$ cat src/rtl/i2c_byte_master.sv
`default_nettype none
// ============================================================================
//  Module      : i2c_byte_master
//  Description : Single-byte I2C master engine. Runs optional START, eight
//                data bits (write or read), the ACK bit and an optional STOP.
//                Bit timing comes from an external quarter-bit strobe (qtick).
//                SCL stretching is honoured in quarter 2 of every bit.
//  Revision    : 1.0 - initial release
// ============================================================================
module i2c_byte_master (
  input  logic       clk,
  input  logic       rst,
  input  logic       qtick,
  input  logic       cmd_valid,
  output logic       cmd_ready,
  input  logic       cmd_start,
  input  logic       cmd_stop,
  input  logic       cmd_read,
  input  logic       cmd_nack,
  input  logic [7:0] tx_data,
  input  logic       scl_in,
  input  logic       sda_in,
  output logic       scl_oe,
  output logic       sda_oe,
  output logic [7:0] rx_data,
  output logic       nack,
  output logic       done,
  output logic       busy
);

  typedef enum logic [2:0] {
    ST_IDLE  = 3'd0,
    ST_START = 3'd1,
    ST_DATA  = 3'd2,
    ST_ACK   = 3'd3,
    ST_STOP  = 3'd4
  } state_t;

  state_t     state_q, state_d;
  logic [1:0] quarter_q, quarter_d;
  logic [2:0] bit_q, bit_d;
  logic       stop_q, stop_d;
  logic       read_q, read_d;
  logic       mnack_q, mnack_d;
  logic [7:0] tx_q, tx_d;
  logic [7:0] shift_q, shift_d;
  logic [7:0] rx_q, rx_d;
  logic       nack_q, nack_d;
  logic       done_q, done_d;
  logic       busy_q, busy_d;
  logic       scl_oe_q, scl_oe_d;
  logic       sda_oe_q, sda_oe_d;
  logic       step;

  assign cmd_ready = ~busy_q;
  assign busy      = busy_q;
  assign done      = done_q;
  assign nack      = nack_q;
  assign rx_data   = rx_q;
  assign scl_oe    = scl_oe_q;
  assign sda_oe    = sda_oe_q;

  // Next-state sequencing, sampling and registered line drive derived from the next state
  always_comb begin
    state_d   = state_q;
    quarter_d = quarter_q;
    bit_d     = bit_q;
    stop_d    = stop_q;
    read_d    = read_q;
    mnack_d   = mnack_q;
    tx_d      = tx_q;
    shift_d   = shift_q;
    rx_d      = rx_q;
    nack_d    = nack_q;
    done_d    = 1'b0;
    busy_d    = busy_q;
    scl_oe_d  = scl_oe_q;
    sda_oe_d  = sda_oe_q;

    // A qtick in quarter 2 only counts once the slave has let SCL go high.
    step = qtick && (state_q != ST_IDLE) && !((quarter_q == 2'd2) && !scl_in);

    if (state_q == ST_IDLE) begin
      if (cmd_valid && cmd_ready) begin
        stop_d    = cmd_stop;
        read_d    = cmd_read;
        mnack_d   = cmd_nack;
        tx_d      = tx_data;
        busy_d    = 1'b1;
        quarter_d = 2'd0;
        bit_d     = 3'd7;
        state_d   = cmd_start ? ST_START : ST_DATA;
      end
    end else if (step) begin
      quarter_d = quarter_q + 2'd1;
      if (quarter_q == 2'd2) begin
        if ((state_q == ST_DATA) && read_q) shift_d = {shift_q[6:0], sda_in};
        if ((state_q == ST_ACK) && !read_q) nack_d = sda_in;
      end
      if (quarter_q == 2'd3) begin
        case (state_q)
          ST_START: state_d = ST_DATA;
          ST_DATA: begin
            if (bit_q == 3'd0) begin
              state_d = ST_ACK;
              bit_d   = 3'd7;
              if (read_q) rx_d = shift_q;
            end else begin
              bit_d = bit_q - 3'd1;
            end
          end
          ST_ACK: begin
            if (stop_q) begin
              state_d = ST_STOP;
            end else begin
              state_d = ST_IDLE;
              busy_d  = 1'b0;
              done_d  = 1'b1;
            end
          end
          ST_STOP: begin
            state_d = ST_IDLE;
            busy_d  = 1'b0;
            done_d  = 1'b1;
          end
          default: state_d = ST_IDLE;
        endcase
      end
    end

    // Line drive follows the state/quarter being entered so it changes on the same edge.
    case (state_d)
      ST_IDLE: begin
        // Without STOP the bus is parked with SCL low; SDA keeps its last level.
        if (state_q == ST_ACK) scl_oe_d = 1'b1;
      end
      ST_START: begin
        // Q0 keeps SCL as found, so a repeated START first releases SDA under a low SCL.
        scl_oe_d = (quarter_d == 2'd0) ? scl_oe_q : 1'b0;
        sda_oe_d = quarter_d[1];
      end
      ST_DATA: begin
        scl_oe_d = ~quarter_d[1];
        sda_oe_d = read_d ? 1'b0 : ~tx_d[bit_d];
      end
      ST_ACK: begin
        scl_oe_d = ~quarter_d[1];
        sda_oe_d = read_d ? ~mnack_d : 1'b0;
      end
      ST_STOP: begin
        scl_oe_d = (quarter_d == 2'd0);
        sda_oe_d = ~quarter_d[1];
      end
      default: begin
        scl_oe_d = 1'b0;
        sda_oe_d = 1'b0;
      end
    endcase
  end

  // State and output registers; reset wins over everything and releases the bus
  always_ff @(posedge clk) begin
    if (rst) begin
      state_q   <= ST_IDLE;
      quarter_q <= 2'd0;
      bit_q     <= 3'd7;
      stop_q    <= 1'b0;
      read_q    <= 1'b0;
      mnack_q   <= 1'b0;
      tx_q      <= 8'h00;
      shift_q   <= 8'h00;
      rx_q      <= 8'h00;
      nack_q    <= 1'b0;
      done_q    <= 1'b0;
      busy_q    <= 1'b0;
      scl_oe_q  <= 1'b0;
      sda_oe_q  <= 1'b0;
    end else begin
      state_q   <= state_d;
      quarter_q <= quarter_d;
      bit_q     <= bit_d;
      stop_q    <= stop_d;
      read_q    <= read_d;
      mnack_q   <= mnack_d;
      tx_q      <= tx_d;
      shift_q   <= shift_d;
      rx_q      <= rx_d;
      nack_q    <= nack_d;
      done_q    <= done_d;
      busy_q    <= busy_d;
      scl_oe_q  <= scl_oe_d;
      sda_oe_q  <= sda_oe_d;
    end
  end

endmodule
`default_nettype wire

$ cat config.mk
export PLATFORM = sky130hd
export DESIGN_NAME = i2c_byte_master
export DESIGN_NICKNAME = d
export VERILOG_FILES = /design/src/rtl/i2c_byte_master.sv
export SDC_FILE = /design/constraint.sdc
export NUM_CORES = 1
export LEC_CHECK = 0
export CAP_MARGIN = 20
export CORE_MARGIN = 2
export CORE_UTILIZATION = 55
export CTS_CLUSTER_DIAMETER = 100
export DETAILED_ROUTE_END_ITERATION = 7
export PLACE_DENSITY = 0.93
export SETUP_SLACK_MARGIN = 0.05
export SYNTH_ARGS = -nofsm -noshare
export SYNTH_HDL_FRONTEND = slang
export SYNTH_SLANG_ARGS = --single-unit
$ cat constraint.sdc
create_clock -name clk -period 4.4 [get_ports clk]
set_input_delay 0.88 -clock clk [delete_from_list [all_inputs] [get_ports clk]]
set_output_delay 0.88 -clock clk [all_outputs]
set_load 0.005 [all_outputs]
==> results.py, run 1 <==
metrics = {
    "critical_path": {
        "crit_fanout": 7,
        "crit_path_start": "scl_in",
        "critPathCapture": "scl_oe$_SDFFE_PP0P_",
        "rr_startpoint": "quarter_q[0]$_SDFF_PP0_",
        "crit_path_top_delay_cell": "a221oi_2",
        "rrSetupSlack_ps": 1770,
        "cp-start-kind": "input port",
        "required_ps": 4650,
        "critical-path-max-stage-delay_ps": 570,
        "arrival_ps": 3180,
        "worst_setup_path_end_kind": "register",
        "rr_worst_depth": 9,
        "path_cells": "clkdlybuf4s50_1, and2b_1, or2_2, a221oi_2, a211oi_2, o31ai_1, a211o_1, a21oi_2",
        "regToRegEndpoint": "scl_oe$_SDFFE_PP0P_",
        "critPathKind": "input port to register",
    },
    "placement": {
        "place.gp.congestion": 0.871,
        "dp_hpwl_mm": 2.83,
        "dp.cells": 291,
        "portBuffers": 31,
    },
    "finish": {
        "layout.cells.non_filler": 299,
        "finalNetCount": 274,
        "antenna_cells": 0,
        "syn_to_final_growth_pct": 21.7,
        "fill_cells": 274,
        "drive_above_1_share": 0.107,
    },
    "clock_network": {
        "cts_resized": 0,
        "clock_latency_ps": 370,
        "cts_sinks": 40,
        "cts_buffers": 5,
        "clkTransAtPathRegs_ps": 130,
        "hold_buffers": 0,
        "clockBufferDepth": 2,
        "cts_root_buffer": "clkbuf_4",
        "cts_tree": "done",
        "htreeDepth": 2,
        "post_cts_buffers": 0,
    },
    "sta": {
        "fin_crit_sh": 0.664,
        "whs_ps": 462,
        "finalHoldViolations": 0,
        "slew_violations": 0,
        "finClkSkew_ps": 14.9,
        "worstMarginPinSlew_ps": 838,
        "rsz0062_at_grt": "no",
        "setup_viol": 0,
        "fmax_mhz": 342,
        "layout_min_cycle_time_ps": 2920,
        "fin_tns_setup_ps": 0,
        "relSlewSlack": 0.439,
    },
    "floorplanning": {
        "die_x_um": 62.6,
        "dieArea_mm2": 0.00392,
        "core_area_mm2": 0.00331,
        "initial_core_util": 0.571,
        "io_pins": 32,
        "rows": 21,
        "die_h_um": 62.6,
    },
    "logic_synthesis": {
        "ys_warn_count": 0,
        "synth-async-reset-ratio": 0,
        "synth.most_common_cell": "dfxtp_1",
        "ys_seq_area_frac": 0.424,
        "syn_area_mm2": 0.00189,
        "synthTopCellsByCount": "40 x dfxtp_1, 35 x nand2_1, 25 x a21oi_1",
        "ys_top_cells_by_area": "dfxtp_1 42%, mux2i_1 7.4%, nand2_1 7.0%",
        "synthesis.nets": 245,
        "synth.avg_cell_area_um2": 8.47,
        "ys_types": 42,
        "synthFlopType": "dfxtp_1",
        "synth-seq-cells": 40,
        "synthCells": 223,
        "synth_top_area_frac": 0.424,
        "synth_top_area_cell": "dfxtp_1",
        "synth_edf_count": 0,
    },
    "grt": {
        "grtUsageTotal": 0.224,
        "grt_max_degree": 42,
        "antenna_found_initial": 0,
        "grt_pass1_wl_mm": 7.01,
        "gr-total-overflow": 0,
        "grt_pass1_vias": 1652,
    },
    "route": {
        "routed_via_density": 5.64,
        "wl_per_cell_um": 13.5,
        "postRouteWirelength_mm": 4.04,
        "vias": 1686,
        "met3_length_um": 218,
        "drtAntennaViolNets": 0,
        "dr.max_layer_used": "met4",
        "first_iter_violations": 146,
        "first_pass_iters": 4,
        "met1_length_mm": 1.74,
        "met2RoutedLength_mm": 1.97,
        "drc": 0,
    },
    "min_path": {
        "hp-class": "register to register",
        "hold_depth": 2,
    },
    "flow_run": {
        "cap_violations": 0,
    },
    "power_and_ir_drop": {
        "total_power_mw": 0.751,
        "power_density_mw_per_mm2": 326,
        "ir_worst_vdd_uv": 212,
        "leakage_nw": 0.798,
    },
    "run_status": {
        "run_status": "finished clean",
    },
}
==> through the flow <==
| step | util | setup slack (ps) | cell area (um2) |
|---|---|---|---|
| 3_5_place_dp | 0.669 | 1160 | 2220 |
| 3_3_place_gp | 0.669 | 1240 | 2220 |
| 6_report | 0.695 | 1480 | 2300 |
| 5_1_grt | 0.695 | 1350 | 2300 |
| 2_1_floorplan | - | 1770 | 1890 |
| 4_1_cts | 0.695 | 1510 | 2300 |
==> where the power goes <==
group          switching [mW]  total [mW]  internal [mW]
sequential             0.0152       0.392          0.377
combinational          0.0523       0.106         0.0534
clock                   0.132       0.253          0.121
==> area by class of cell <==
| class | instances | area [um2] | share of cell area |
|---|---|---|---|
| multi-input combinational | 167 | 1010 | 0.441 |
| tap | 46 | 57.6 | 0.0250 |
| sequential | 40 | 801 | 0.348 |
| inverter | 5 | 18.8 | 0.00816 |
| clock buffer | 5 | 37.5 | 0.0163 |
| timing repair buffer | 33 | 325 | 0.141 |
| clock inverter | 3 | 46.3 | 0.0201 |
==> cells in the final DEF (no fill, tap or decap), types with 3 or more instances in the layout <==
cell             netlist  routed
nand3b_1               3       3
nand2_1               35      35
or2_2                  5       5
clkdlybuf4s50_1        0      31
nor3_1                 5       5
clkbuf_4               0       5
ha_1                   4       4
a21oi_1               25      25
dfxtp_1               40      40
nand3_1               13      13
o21ai_0                7       7
mux2i_1               14      14
nor2_1                21      21
nor2b_1                3       3
inv_1                  5       5
==> cells by family (layout without fill, tap and decap cells) <==
kind of cell,Yosys count,count (layout),synth area share
AO/OA/AOI/OAI,46,46,0.151
flip-flops,40,40,0.424
AND/OR/NAND/NOR,101,101,0.273
adder cells (fa/ha/maj),4,4,0.0265
buffers and inverters,16,46,0.0397
multiplexers,16,16,0.0861
==> registers in the layout, summed over array words and instances (netlist names) <==
signal     flops
scl_oe         1
sda_oe         1
rx_data        8
tx_q           8
stop_q         1
state_q        3
shift_q        8
busy           1
read_q         1
bit_q          3
mnack_q        1
done           1
quarter_q      2
nack           1
==> how the worst min path moves through the flow <==
| stage | startpoint | slack (ps) | to |
|---|---|---|---|
| CTS | mnack_q$_SDFF_PP0_ | 460 | mnack_q$_SDFF_PP0_ |
| global placement | mnack_q$_SDFF_PP0_ | 440 | mnack_q$_SDFF_PP0_ |
| floorplan | mnack_q$_SDFF_PP0_ | 430 | mnack_q$_SDFF_PP0_ |
| global route | rx_data[2]$_SDFFE_PP0P_ | 490 | rx_data[2]$_SDFFE_PP0P_ |
| finish | tx_q[6]$_SDFF_PP0_ | 460 | tx_q[6]$_SDFF_PP0_ |
| detailed placement | tx_q[6]$_SDFF_PP0_ | 450 | tx_q[6]$_SDFF_PP0_ |
==> worst max-delay path: cells and delay by family <==
family / cells / cell delay (ps)
buffers and inverters: 1 / 470
AND/OR/NAND/NOR: 2 / 690
AO/OA/AOI/OAI: 5 / 1140
==> layer usage <==
layer | vias to the layer above | track usage
met5 | - | 0
met4 | 0 | 0.128
met2 | 48 | 0.379
met3 | 9 | 0.0523
li1 | 837 | -
met1 | 792 | 0.260
Power figures use the tool's default switching activity.
==> run 2, diff against run 1 <==
- CORE_UTILIZATION: 55 -> 52
- PLACE_DENSITY: 0.93 -> 0.89
- clock period: 4.4 -> 2.89 ns (I/O delays scaled with it)
==> results.py, run 2 (synthesis results as in run 1) <==
metrics = {
    "route": {
        "met3_length_um": 191,
        "drtAntennaViolNets": 0,
        "met1_length_mm": 1.73,
        "postRouteWirelength_mm": 4.02,
        "dr.max_layer_used": "met4",
        "vias": 1683,
        "first_iter_violations": 109,
        "routed_via_density": 5.45,
        "first_pass_iters": 4,
        "met2RoutedLength_mm": 2.05,
        "wl_per_cell_um": 13.0,
        "drc": 0,
    },
    "clock_network": {
        "cts_tree": "done",
        "hold_buffers": 0,
        "clockBufferDepth": 2,
        "cts_buffers": 5,
        "cts_root_buffer": "clkbuf_4",
        "cts_sinks": 40,
        "htreeDepth": 2,
        "clock_latency_ps": 350,
        "cts_resized": 0,
        "clkTransAtPathRegs_ps": 130,
        "post_cts_buffers": 0,
    },
    "grt": {
        "antenna_found_initial": 0,
        "grtUsageTotal": 0.216,
        "grt_pass1_vias": 1565,
        "grt_max_degree": 30,
        "gr-total-overflow": 0,
        "grt_pass1_wl_mm": 7.00,
    },
    "sta": {
        "finClkSkew_ps": 11.4,
        "layout_min_cycle_time_ps": 2550,
        "finalHoldViolations": 0,
        "worstMarginPinSlew_ps": 473,
        "rsz0062_at_grt": "no",
        "whs_ps": 462,
        "setup_viol": 0,
        "fin_crit_sh": 0.881,
        "fmax_mhz": 393,
        "fin_tns_setup_ps": 0,
        "slew_violations": 0,
        "relSlewSlack": 0.684,
    },
    "placement": {
        "dp.cells": 301,
        "portBuffers": 31,
        "place.gp.congestion": 0.924,
        "dp_hpwl_mm": 3.00,
    },
    "critical_path": {
        "regToRegEndpoint": "sda_oe$_SDFFE_PP0P_",
        "worst_setup_path_end_kind": "register",
        "arrival_ps": 2830,
        "rr_worst_depth": 9,
        "cp-start-kind": "register",
        "critPathKind": "register to register",
        "required_ps": 3170,
        "crit_fanout": 7,
        "rrSetupSlack_ps": 340,
        "rr_startpoint": "quarter_q[0]$_SDFF_PP0_",
    },
    "finish": {
        "antenna_cells": 0,
        "finalNetCount": 284,
        "syn_to_final_growth_pct": 25.2,
        "fill_cells": 285,
        "final_cell_mix": "40 x dfxtp_1, 35 x nand2_1, 31 x clkdlybuf4s50_1",
        "fin_util": 0.692,
        "layout.cells.non_filler": 309,
        "layout_commonest_cell": "dfxtp_1",
        "drive_above_1_share": 0.141,
    },
    "power_and_ir_drop": {
        "power_density_mw_per_mm2": 446,
        "total_power_mw": 1.05,
        "leakage_nw": 0.839,
        "ir_worst_vdd_uv": 438,
    },
    "floorplanning": {
        "die_x_um": 64.3,
        "rows": 21,
        "io_pins": 32,
        "dieArea_mm2": 0.00413,
        "initial_core_util": 0.553,
        "die_h_um": 64.3,
        "core_area_mm2": 0.00342,
    },
    "min_path": {
        "hold_path.startpoint": "rx_data[5]$_SDFFE_PP0P_",
        "hp-class": "register to register",
        "holdPathEnd": "rx_data[5]$_SDFFE_PP0P_",
        "hold_depth": 2,
    },
    "run_status": {
        "run_status": "finished clean",
    },
    "flow_run": {
        "cap_violations": 0,
    },
}
-- run 2: routing by layer --
| metal | vias to the layer above | global-route usage |
|---|---|---|
| li1 | 855 | - |
| met4 | 0 | 0.0771 |
| met2 | 45 | 0.361 |
| met1 | 777 | 0.272 |
| met3 | 6 | 0.0511 |
| met5 | - | 0 |
-- run 2: how the worst max path moves through the flow --
stage                                  startpoint                   to  slack (ps)
after CTS                 quarter_q[0]$_SDFF_PP0_  sda_oe$_SDFFE_PP0P_         390
after global placement                     scl_in  sda_oe$_SDFFE_PP0P_          30
after detailed placement                   scl_in  sda_oe$_SDFFE_PP0P_          40
final                     quarter_q[0]$_SDFF_PP0_  sda_oe$_SDFFE_PP0P_         340
after global routing      quarter_q[0]$_SDFF_PP0_  sda_oe$_SDFFE_PP0P_         120
after floorplan           quarter_q[0]$_SDFF_PP0_  scl_oe$_SDFFE_PP0P_         540
-- run 2: where the power goes --
group          switching (mW)  leakage, nW  internal [mW]
clock network           0.189       0.0274         0.0957
registers              0.0199        0.325          0.573
logic                  0.0844        0.487         0.0916
-- run 2: final cells by class --
| cell class | count | area [um2] | area share |
|---|---|---|---|
| Multi-Input combinational cell | 167 | 1010 | 0.429 |
| Clock buffer | 5 | 37.5 | 0.0159 |
| Tap cell | 46 | 57.6 | 0.0243 |
| Timing Repair Buffer | 43 | 413 | 0.175 |
| Clock inverter | 3 | 23.8 | 0.0101 |
| Sequential cell | 40 | 801 | 0.339 |
| Inverter | 5 | 18.8 | 0.00794 |
-- run 2: per-stage QoR --
stage / setup slack [ps] / cell area, um2
2_1_floorplan: 539 / 1890
3_3_place_gp: 33.8 / 2300
3_5_place_dp: 36.9 / 2300
4_1_cts: 391 / 2360
5_1_grt: 120 / 2360
6_report: 344 / 2360
-- run 2: worst max-delay path, stage by stage (launching register included) --
cell and delay [ps]:
dfxtp_1 440, inv_1 70, ha_1 230, and2b_1 220, or3b_2 590, mux2i_1 350
o21bai_1 120, nor4bb_1 300, a21oi_1 80, o21ai_1 90
==> variant 1: new RTL, config.mk and constraints of run 2 <==
The 5 states of `state_t` get a one-hot encoding in 5 bits.
--- a/src/rtl/i2c_byte_master.sv
+++ b/src/rtl/i2c_byte_master.sv
@@ -30,8 +30,8 @@
 
-  typedef enum logic [2:0] {
-    ST_IDLE  = 3'd0,
-    ST_START = 3'd1,
-    ST_DATA  = 3'd2,
-    ST_ACK   = 3'd3,
-    ST_STOP  = 3'd4
+  typedef enum logic [4:0] {
+    ST_IDLE  = 5'b00001,
+    ST_START = 5'b00010,
+    ST_DATA  = 5'b00100,
+    ST_ACK   = 5'b01000,
+    ST_STOP  = 5'b10000
   } state_t;
Function: same outputs for any inputs over 10 cycles, from zero or initial values and one cycle with rst high; not proved beyond that.
==> variant 1 against run 2 <==
  * Via count up 16%
  * Synthesized area up 17%
  * Die area up 16%
  * Fmax up 2.5%
  * Sequential cell count up 2
  * Critical path depth down 1
  * Wire length up 22%
  * Sequential share of layout area down 2.7 points
  * Design area up 14%
  * Setup slack better by 0.062 ns
  * Worst hold slack worse by 0.0041 ns
  * Critical endpoint unchanged
Power is not compared: it rests on default switching activity, and its combinational part moved more than twofold at a synthesized area within 25%.
==> variant 1: results (changes against run 2) <==
stage;metric;value;unit;change
yosys;Syn Inst Count;251;;was 223
final_layout;NumNets Final;308;;was 284
clock_tree;latest clock arrival within the worst-skew pair;0.30;ns;was 0.35 ns
place;dpl hpwl;3.65;mm;was 3.00 mm
sta;Slew @ Worst Pin;0.597;ns;was 0.473 ns
place;Placed Cells;329;;was 301
final_layout;share of cells above drive strength 1;12.9;%;was 14.1%
detailed_routing;Vias;1946;;was 1683
yosys;Synthesized Nets;273;;was 245
status;status;finished clean;;unchanged
yosys;multiplexer share of the synthesized area;13.3;%;was 8.61%
setup_path;register-to-register setup slack;0.41;ns;was 0.34 ns
global_routing;largest net degree at the start of global routing;22;;was 30
yosys;Primary FF master, synth;dfxtp_1;;unchanged
yosys;adder-cell share of the synthesized area;2.26;%;was 2.65%
setup_path;slowest CP cell;nor4_2;;was or3b_2
yosys;Seq/Total Area, Yosys;38.0;%;was 42.4%
yosys;Post-Synth XOR/XNOR Area;0.791;%;was 0%
detailed_routing;initial drt markers;184;;was 109
yosys;compound-gate portion of the synthesized area;15.3;%;was 15.1%
global_routing;first-pass GRT wire length;8.42;mm;was 7.00 mm
sta;clock skew;0.0111;ns;was 0.0114 ns
final_layout;Final Non-Filler Cells;337;;was 309
detailed_routing;drt pass-1 iters;5;;was 4
setup_path;CP arrival;2.73;ns;was 2.83 ns
setup_path;Largest stage delay, worst path;0.53;ns;was 0.59 ns
sta;Final Cycle Share;86.0;%;was 88.1%
clock_tree;clock-pin slew on the worst setup and hold paths;0.09;ns;was 0.13 ns
place;Placer Congestion;0.941;;was 0.924
final_layout;Fillers;309;;was 285
yosys;Synth cell types;55;;was 42
global_routing;Tot GR Track Use;21.6;%;about the same
setup_path;crit-path max FO;10;;was 7
clock_tree;root buf cell;clkbuf_8;;was clkbuf_4
yosys;Area contributors post-synth;dfxtp_1, mux2i_1, nor2_1, nand2_1, a21oi_1;;was dfxtp_1, mux2i_1, nand2_1, a21oi_1, nor2_1
place;Placement Setup Slack;0.152;ns;was 0.0369 ns
place;Area after DPL;2600;um2;was 2300 um2
variant 1: cell types whose count changed after synthesis, sizes merged, moves of 4 or more:
cell           run 2  this run
nor2              22        34
mux2i             14        25
a21oi             26        18
nand2             35        28
o21ai              8         1
buf                2         8
nand3             13         7
a211oi             1         6
nand2b             1         5
or2                5         1
variant 1: worst min-delay path: cells and delay by family, from the launching register on:
family	cells	cell delay, ns
and+or+nand+nor	1	0.05
DFF	1	0.31
AOI/OAI and AO/OA	1	0.05
variant 1: per-layer routing:
layer  up-vias  track usage [%]  part of all wire [%]
met5         -                0                     0
met4         0             10.7                   2.5
met3         9             3.78                   4.9
met2        53             33.1                    48
met1       928             29.3                    45
li1        956                -                     -
variant 1: area by class of cell:
cell class	count	area share (%)
clock inverters	3	0.790
multi-input cells	186	46.7
well taps	50	2.32
repair buffers	43	15.3
clock buffers	5	2.55
flip-flops and latches	42	31.2
inverters	8	1.11
variant 1: final timing paths:
path                          from                  end  cells after the start
max          state_q[4]$_SDFF_PP0_  sda_oe$_SDFFE_PP0P_                      8
min             mnack_q$_SDFF_PP0_   mnack_q$_SDFF_PP0_                      2
max reg2reg  state_q[4]$_SDFF_PP0_  sda_oe$_SDFFE_PP0P_                      8
min reg2reg     mnack_q$_SDFF_PP0_   mnack_q$_SDFF_PP0_                      2
variant 1: logic make-up (layout without fill, tap and decap cells):
group                      Yosys count  count (layout)
buffers and inverters               23              59
and+or+nand+nor                    106             106
muxes                               29              29
xor gates and xnor gates             2               2
DFF                                 42              42
AOI/OAI and AO/OA                   45              45
adders and majority gates            4               4
variant 1: power by group through the flow:
stage	registers (mW)	clock network, mW	logic, mW
floorplan	0.694	0	0.575
global placement	0.731	0	0.749
detailed placement	0.732	0	0.769
CTS	0.718	0.387	0.773
global route	0.729	0.412	0.862
finish	0.721	0.382	0.779
variant 1: per-stage QoR:
stage          hold slack, ns  total power [mW]
2_1_floorplan           0.431              1.27
3_3_place_gp            0.439              1.48
3_5_place_dp            0.447              1.50
4_1_cts                 0.459              1.88
5_1_grt                 0.488              2.00
6_report                0.458              1.88
==> variant 2: new RTL, flow settings as in run 2 <==
Made on the original files. Take the reset off `tx_q`, `shift_q` and `rx_q` and load them in a clocked block of their own.
--- a/src/rtl/i2c_byte_master.sv
+++ b/src/rtl/i2c_byte_master.sv
@@ -169,5 +169,2 @@
       mnack_q   <= 1'b0;
-      tx_q      <= 8'h00;
-      shift_q   <= 8'h00;
-      rx_q      <= 8'h00;
       nack_q    <= 1'b0;
@@ -184,5 +181,2 @@
       mnack_q   <= mnack_d;
-      tx_q      <= tx_d;
-      shift_q   <= shift_d;
-      rx_q      <= rx_d;
       nack_q    <= nack_d;
@@ -195,2 +189,8 @@
 
+  always_ff @(posedge clk) begin
+    tx_q    <= tx_d;
+    shift_q <= shift_d;
+    rx_q    <= rx_d;
+  end
+
 endmodule
Formal check against the unedited RTL: no difference found for any inputs over 10 cycles, from zero or initial values and one cycle with rst high; that may be too few to reach the edited logic, so the function may still have changed.
==> variant 2 against run 2 <==
  * Sequential cell count is the same
  * Design area shrank 3.1%
  * Sequential share of layout area grew 8.1 points
  * Utilization shrank 0.54 points
  * Setup slack lost 0.018 ns
  * Synthesized area shrank 4.1%
  * Wire length shrank 12%
  * Critical path depth shrank 3
  * Combinational power grew 30%
  * Total power grew 18%
==> variant 2: results (changes against run 2) <==
stage;metric;value;unit;change
final_layout;NumNets Final;236;;was 284
place;Placed Cells;253;;was 301
status;status;finished clean;;unchanged
detailed_routing;vias per cell;5.37;;was 5.45
yosys;Area contributors post-synth;dfxtp_1, edfxtp_1, mux2_2, nand2_1, nor2_1;;was dfxtp_1, mux2i_1, nand2_1, a21oi_1, nor2_1
detailed_routing;Vias;1401;;was 1683
clock_tree;root buf cell;clkbuf_4;;unchanged
final_layout;share of cells above drive strength 1;14.0;%;was 14.1%
yosys;Post-Syn Area per Cell;10.4;um2;was 8.47 um2
setup_path;CP arrival;2.81;ns;was 2.83 ns
place;Placer Congestion;0.852;;was 0.924
final_layout;Fillers;262;;was 285
place;dpl hpwl;2.68;mm;was 3.00 mm
yosys;Post-synth EDFFs;16;;was 0
worst_hold_path;Hold Crit Depth;0;;was 2
setup_path;Largest stage delay, worst path;0.44;ns;was 0.59 ns
clock_tree;latest clock arrival within the worst-skew pair;0.35;ns;about the same
power;peak supply drop;0.416;mV;was 0.438 mV
yosys;Synth cell types;47;;was 42
detailed_routing;drt pass-1 iters;5;;was 4
sta;clock skew;0.00782;ns;was 0.0114 ns
setup_path;slowest CP cell;dfxtp_1;;was or3b_2
clock_tree;maximum root-to-sink buffer count;2;;unchanged
detailed_routing;initial drt markers;61;;was 109
sta;Slew HR;54.7;%;was 68.4%
global_routing;first-pass GRT wire length;6.09;mm;was 7.00 mm
power;Leak;0.885;nW;was 0.839 nW
global_routing;vias in the first global route;1340;;was 1565
setup_path;Reg2Reg Depth;6;;was 9
yosys;Synthesized Nets;196;;was 245
detailed_routing;drt wl/cell;13.6;um;was 13.0 um
yosys;Synth top cells by count;dfxtp_1, nand2_1, edfxtp_1, nor2_1;;was dfxtp_1, nand2_1, a21oi_1
variant 2: cell types whose count changed in the layout (fill, tap and decap cells not counted), sizes merged, moves of 9 or more:
cell    delta
edfxtp    +16
a21oi     -21
mux2i      -9
nand3      -9
dfxtp     -16
nand2     -17
variant 2: worst paths after layout:
kind,start,end,slack (ns)
worst max-delay path,state_q[1]$_SDFF_PP0_,sda_oe$_SDFFE_PP0P_,0.33
worst min-delay path,shift_q[7]$_DFFE_PP_,rx_data[7]$_DFFE_PP_,0.46
worst max register to register,state_q[1]$_SDFF_PP0_,sda_oe$_SDFFE_PP0P_,0.33
worst min register to register,shift_q[7]$_DFFE_PP_,rx_data[7]$_DFFE_PP_,0.46
variant 2: metrics by stage:
step | hold slack, ns | util, % | cell area [um2] | power (mW) | setup slack, ns
floorplan | 0.400 | - | 1810 | 0.814 | 0.345
global placement | 0.417 | 66.3 | 2210 | 0.890 | 0.0734
detailed placement | 0.435 | 66.3 | 2210 | 0.898 | 0.0392
CTS | 0.463 | 68.7 | 2290 | 1.26 | 0.338
global route | 0.475 | 68.7 | 2290 | 1.32 | 0.123
finish | 0.458 | 68.7 | 2290 | 1.25 | 0.326
variant 2: cell type report:
class                           count  share of cell area, %
Tap cell                           46                   2.51
Timing Repair Buffer               41                   16.8
Multi-Input combinational cell    118                   34.0
Sequential cell                    40                   41.9
Clock inverter                      3                   1.86
Inverter                            8                   1.31
Clock buffer                        5                   1.64
variant 2: cell families after synthesis:
| kind of cell | after synthesis | share of synthesized area [%] |
|---|---|---|
| DFF | 40 | 53.0 |
| and+or+nand+nor | 72 | 21.3 |
| muxes | 13 | 7.94 |
| buffers and inverters | 16 | 4.00 |
| AOI/OAI and AO/OA | 29 | 11.0 |
| adders and majority gates | 4 | 2.76 |
variant 2: power by group:
part / internal [mW] / switching, mW
combinational: 0.125 / 0.104
clock: 0.180 / 0.179
sequential: 0.632 / 0.0270
total: 0.937 / 0.310
variant 2: routing by layer:
metal,vias to the layer above,global-route usage (%),wire (um)
li1,708,-,-
met1,648,25.2,1610
met2,43,31.3,1710
met3,2,6.31,209
met4,0,7.22,17
met5,-,0,0
variant 2: critical path: cells and delay by family, from the launching register on:
kind             cells  cell delay [ns]
AO/OA/AOI/OAI        1             0.34
multiplexers         1             0.28
AND/OR/NAND/NOR      4             1.39
flip-flops           1             0.44
